**config.mk**
```make
export PLATFORM = sky130hd
export DESIGN_NAME = seq_priority_encoder
export DESIGN_NICKNAME = d
export VERILOG_FILES = /design/src/rtl/seq_priority_encoder.sv
export SDC_FILE = /design/constraint.sdc
export NUM_CORES = 1
export LEC_CHECK = 0
export ABC_AREA = 1
export CORE_AREA = 5 5 42 44
export CTS_BUF_LIST = sky130_fd_sc_hd__clkbuf_2 sky130_fd_sc_hd__clkbuf_4 sky130_fd_sc_hd__clkbuf_8
export CTS_CLUSTER_SIZE = 30
export DETAILED_ROUTE_END_ITERATION = 6
export DIE_AREA = 0 0 47 49
export PLACE_DENSITY = 0.65
export SLEW_MARGIN = 0
export SYNTH_ARGS = -nofsm -noshare
export SYNTH_HDL_FRONTEND = slang
export SYNTH_SLANG_ARGS = --single-unit
export TNS_END_PERCENT = 10
```
**constraint.sdc**
```tcl
create_clock -name Clock -period 1.3 [get_ports Clock]
set_clock_uncertainty 0.2 [all_clocks]
set_input_delay 0.26 -clock Clock [delete_from_list [all_inputs] [get_ports Clock]]
set_output_delay 0.26 -clock Clock [all_outputs]
set_load 0.01 [all_outputs]
```
**src/rtl/seq_priority_encoder.sv**
```systemverilog
// Registered N-to-log2(N) priority encoder with a valid/ack hold handshake.
// Optional feature: define ROUND_ROBIN_EN for rotating priority; by default the highest set index wins.
module seq_priority_encoder #(
  parameter int N = 8,
  parameter int W = $clog2(N)
) (
  input  logic         Clock,
  input  logic         Resetn,
  input  logic         En,
  input  logic [N-1:0] y,
  input  logic         ack,
  output logic [W-1:0] w,
  output logic         valid,
  output logic         multi
);

  typedef enum logic {IDLE, HOLD} state_t;

  state_t       state, stateNext;
  logic [W-1:0] wNext;
  logic         validNext, multiNext;
  logic         cap, load, isMulti;
  logic [W-1:0] winIdx;

  assign cap = En & (|y);

  // Clearing the lowest set bit leaves something behind only if two or more bits were set.
  assign isMulti = |(y & (y - N'(1)));

`ifdef ROUND_ROBIN_EN
  logic [W-1:0] ptr, ptrNext;

  function automatic logic [W-1:0] rrWin(input logic [N-1:0] req, input logic [W-1:0] start);
    logic [W-1:0] res;
    logic         found;
    int           idx;
    res   = '0;
    found = 1'b0;
    for (int k = 0; k < N; k++) begin
      idx = (int'(start) + k) % N;
      if (!found && req[idx]) begin
        res   = W'(idx);
        found = 1'b1;
      end
    end
    return res;
  endfunction

  always_comb begin
    winIdx = rrWin(y, ptr);
  end

  always_comb begin
    ptrNext = ptr;
    if (load) begin
      ptrNext = (winIdx == W'(N - 1)) ? '0 : winIdx + W'(1);
    end
  end

  always_ff @(posedge Clock or negedge Resetn) begin
    if (!Resetn) begin
      ptr <= '0;
    end else begin
      ptr <= ptrNext;
    end
  end
`else
  always_comb begin
    winIdx = '0;
    for (int i = 0; i < N; i++) begin
      if (y[i]) begin
        winIdx = W'(i);
      end
    end
  end
`endif

  // Once a code is presented it stays frozen until ack; ack with a fresh request reloads back-to-back.
  always_comb begin
    stateNext = state;
    wNext     = w;
    multiNext = multi;
    validNext = valid;
    load      = 1'b0;
    case (state)
      IDLE: begin
        if (cap) begin
          load = 1'b1;
        end
      end
      HOLD: begin
        if (ack) begin
          if (cap) begin
            load = 1'b1;
          end else begin
            validNext = 1'b0;
            stateNext = IDLE;
          end
        end
      end
      default: begin
        stateNext = IDLE;
        validNext = 1'b0;
      end
    endcase
    if (load) begin
      stateNext = HOLD;
      wNext     = winIdx;
      multiNext = isMulti;
      validNext = 1'b1;
    end
  end

  always_ff @(posedge Clock or negedge Resetn) begin
    if (!Resetn) begin
      state <= IDLE;
      w     <= '0;
      valid <= 1'b0;
      multi <= 1'b0;
    end else begin
      state <= stateNext;
      w     <= wNext;
      valid <= validNext;
      multi <= multiNext;
    end
  end

endmodule

```
Word-level counts from Yosys, hierarchy flattened
Cells that the tools add are included.
{"block": "classes", "addsub": 1, "eq_ne": 1, "muxes": 17, "n_bitwise": 3, "n_reduce_logical": 5}
{"operator": "$reduce_or A8 Y1", "n": 2}
{"operator": "$mux W3", "n": 5}
{"operator": "$mux W1", "n": 10}
{"operator": "$and A8 B8 Y8", "n": 1}
{"operator": "$sub A8 B1 Y8 const B", "n": 1}
{"operator": "$reduce_bool A2 Y1", "n": 2}
{"operator": "$reduce_and A3 Y1", "n": 1}
{"operator": "$mux W2", "n": 1}
{"operator": "$ne A2 B1 Y1 const B", "n": 1}
{"operator": "$pmux W1 S2", "n": 1}
{"operator": "$and A1 B1 Y1", "n": 1}
{"operator": "$not A1 Y1", "n": 1}
{"block": "word_totals", "regBits": 6, "in_bits": 12}

Logic depth before layout (Yosys ltp)
{"block": "depth", "ltp_word": 7, "ltp_mapped": 9}

Worst setup path before layout
No wires, ideal clock.
{"block": "synth_timing", "path_type": "input-to-reg", "from": "input y[7]", "to": "register multi", "t_arrival_ps": 775, "t_required_ps": 984, "slack_ps": 208, "stages": 8, "n_path_buf": 0, "path_cell_list": "inv_1 nand2_2 nor2_4 nand2_4 nand3_4 inv_2 nand2_1 nand2_1"}
{"block": "synth_between", "elab_chain_len": 5, "word_cells_on_any_way": 8, "classes_between": "add/sub (1); mux (3); bitwise (2); reduce/logical (2)"}
{"element": "start: declaration", "line": "10", "source": "input logic [N-1:0] y,"}
{"element": "branches (longest 5 deep; another with $sub A8 B1 Y8)"}
{"element": "end signal: assignment", "line": "124", "source": "multi <= multiNext;"}
{"element": "end: declaration", "line": "14", "source": "output logic multi"}
Parallel ways; which one is timed is not known.
A chain may end at the register's enable or synchronous reset.

Final worst setup path
{"block": "layout_timing", "from": "input ack", "to": "register w[2]"}
{"block": "layout_between", "elab_chain_len": 2}
{"element": "start: declaration", "line": "11", "source": "input logic ack,"}
{"element": "$mux W1", "line": "92", "source": "if (ack) begin"}
{"element": "$pmux W1 S2", "line": "85", "source": "case (state)"}
{"element": "end signal: assignment", "line": "122", "source": "w <= wNext;"}
{"element": "end: declaration", "line": "12", "source": "output logic [W-1:0] w,"}
No other way between the ends.

==> impl_metrics.env <==
export IMPL_status="finished, final reports clean"
export IMPL_clkSinkCount=6
export IMPL_cp_top_family="buffers and inverters"
export IMPL_synth_nets=75
export IMPL_synthCells=63
export IMPL_cts_max_level=1
export IMPL_p_leak_nw=0.363
export IMPL_cp_arrival_ns=1.14
export IMPL_synth_seq_cells=6
export IMPL_ys_seq_area_frac=0.359
export IMPL_drc_errors=0
export IMPL_multi_input_area_um2=229
export IMPL_hold_viol_final=0
export IMPL_regArea_um2=150
export IMPL_n_fill_cell=162
export IMPL_nNetsFinal=101
export IMPL_numCtsBuffers=3
export IMPL_io_buffers=16
export IMPL_synth_area_leaders="dfrtp_1 36%, nand2_1 25%, inv_1 6.3%"
export IMPL_max_cap_violations=0
export IMPL_ys_types=13
export IMPL_wl_met2_um=444
export IMPL_drtIter0Drc=7
export IMPL_finalMaxSlewViolations=0
export IMPL_vias=436
export IMPL_period_share=0.939
export IMPL_ant_nets=0
export IMPL_via_per_inst=4.23
export IMPL_synth_warning_count=0
export IMPL_slew_limit_headroom=0.821
export IMPL_final_common_cell="nand2_1"
export IMPL_syn_area_um2=418
export IMPL_setup_viol=0
export IMPL_wl_met1_um=346
export IMPL_grt_overflow_total=0
export IMPL_grt_max_degree=9
export IMPL_cp_buffers_inverters=2
export IMPL_powerDensity_mw_per_mm2=863
export IMPL_cp_max_fo=8
export IMPL_pin_count=17
export IMPL_core_mm2=0.00140
export IMPL_syn_to_final_growth_pct=49.7
export IMPL_post_layout_nonfiller_instances=103
export IMPL_dieWidth_um=47
export IMPL_grt_setup_unrepaired="false"
export IMPL_cp_slowest_stage_delay_ns=0.48
export IMPL_path_clk_slew_ns=0.04
export IMPL_initial_core_util=0.298
export IMPL_fmax_ghz=0.820
export IMPL_dp_cells=99
export IMPL_cts_root_buf="clkbuf_4"
export IMPL_antenna_found_initial=0
export IMPL_yosysTopAreaCell="dfrtp_1"
export IMPL_vdd_ir_drop_max_v=0.000534
export IMPL_cts_tree="done"
export IMPL_fin_hold_ws_ns=0.0612
export IMPL_grt_pass1_wl_mm=1.57
export IMPL_crit_slowest_cell="clkdlybuf4s50_1"
export IMPL_final_cell_mix="28 x nand2_1, 8 x dlygate4sd2_1, 6 x inv_2, 6 x dfrtp_1"
export IMPL_wl_met3_um=50
export IMPL_place_hpwl_um=719
export IMPL_dr_pass1_iters=2
export IMPL_hold_class="input port to async pin"
export IMPL_die_area_mm2=0.00230
export IMPL_worst_pin_slew_ns=0.268
export IMPL_syn_avg_cell_area_um2=6.63
export IMPL_crit_type="input port to flip-flop"
export IMPL_period_needed_ns=1.22
export IMPL_antennaDiodeCount=0
export IMPL_route_top_layer_used="met4"
export IMPL_path_cells="clkdlybuf4s50_1 -> nor2_1 -> inv_1 -> nand3_4 -> nand2_1 -> o21ai_1"
export IMPL_grt_pass1_vias=427
export IMPL_cts_path_max_buffers=2
export IMPL_wl_per_cell_um=8.37
export IMPL_clk_latency_ns=0.24
export IMPL_die_y_um=49
export IMPL_required_ns=1.22
export IMPL_place_congestion=0.661
export IMPL_end_kind="flip-flop"
export IMPL_track_usage=0.0926
export IMPL_final_layout_size_suffix_gt1_frac=0.322
export IMPL_cp_start_kind="input port"
export IMPL_synth_top_area_share=0.359
export IMPL_routed_wl_um=862
export IMPL_rows=14
[worst reg2reg max path: cells and delay by family, from the launching register on]
| family | cells | cell delay, ns |
|---|---|---|
| AOI/OAI and AO/OA | 1 | 0.05 |
| and+or+nand+nor | 3 | 0.23 |
| DFF | 1 | 0.37 |
| buffers and inverters | 2 | 0.15 |
[cell type report]
| type | count | share of cell area |
|---|---|---|
| multi-input combinational | 46 | 0.366 |
| inverter | 11 | 0.0660 |
| sequential | 6 | 0.240 |
| clock buffer | 3 | 0.0360 |
| tap | 16 | 0.0320 |
| timing repair buffer | 21 | 0.260 |
[cells in the mapped netlist]
cell and count:
nand2_4 1, dfrtp_1 6, o21ai_1 2, nor2_1 4, inv_1 7, nor2_2 1, a21oi_1 2, o21ai_0 2
nand3_4 1, inv_2 4, nand2_1 28, nand2_2 3, nor2_4 2
[per-layer routing]
| layer | up-vias | global-route usage |
|---|---|---|
| li1 | 237 | - |
| met1 | 183 | 0.0980 |
| met2 | 12 | 0.138 |
| met3 | 4 | 0.0590 |
| met4 | 0 | 0.0461 |
| met5 | - | 0 |
[worst paths after layout]
path / startpoint / to / depth (start not counted) / slack, ns
max in group asynchronous: Resetn / w[0]$_DFFE_PN0P_ / 1 / 0.63
min: Resetn / valid$_DFFE_PN0P_ / 1 / 0.06
min reg2reg: valid$_DFFE_PN0P_ / valid$_DFFE_PN0P_ / 2 / 0.28
max: ack / w[2]$_DFFE_PN0P_ / 6 / 0.08
min in group Clock: valid$_DFFE_PN0P_ / valid$_DFFE_PN0P_ / 2 / 0.28
max reg2reg: state$_DFF_PN0_ / w[2]$_DFFE_PN0P_ / 6 / 0.17
[where the power goes]
group / internal [mW] / switching [mW]
registers: 0.211 / 0.0114
logic: 0.0707 / 0.0825
clock network: 0.104 / 0.0608
[state kept, by name (all words and copies together) (netlist names)]
signal	flops
multi	1
w	3
valid	1
state	1
[logic make-up (layout without fill, tap and decap cells)]
kind of cell | after synthesis | after routing | synth area share
AO/OA/AOI/OAI | 6 | 6 | 0.0719
AND/OR/NAND/NOR | 40 | 40 | 0.470
buffers and inverters | 11 | 35 | 0.0988
flip-flops | 6 | 6 | 0.359
[stage by stage]
| stage | instance area (um^2) | total power, mW | worst slack [ns] | setup TNS [ns] | utilization |
|---|---|---|---|---|---|
| 6_report | 626 | 0.540 | 0.0799 | 0 | 0.446 |
| 5_1_grt | 626 | 0.590 | 0.00375 | 0 | 0.446 |
| 4_1_cts | 626 | 0.554 | 0.0666 | 0 | 0.446 |
| 3_5_place_dp | 628 | 0.408 | -0.333 | -1.83 | 0.448 |
| 3_3_place_gp | 628 | 0.406 | -0.332 | -1.83 | 0.448 |
| 2_1_floorplan | 418 | 0.301 | 0.208 | 0 | - |
[what timing repair did]
item | in CTS | in global routing
resized for setup | 31 | 0
endpoints found under the setup margin | 9 | 1
hold buffers | 0 | 0
pin swaps | 2 | 1
buffers inserted | 1 | 0
(Power assumes the default switching activity.)
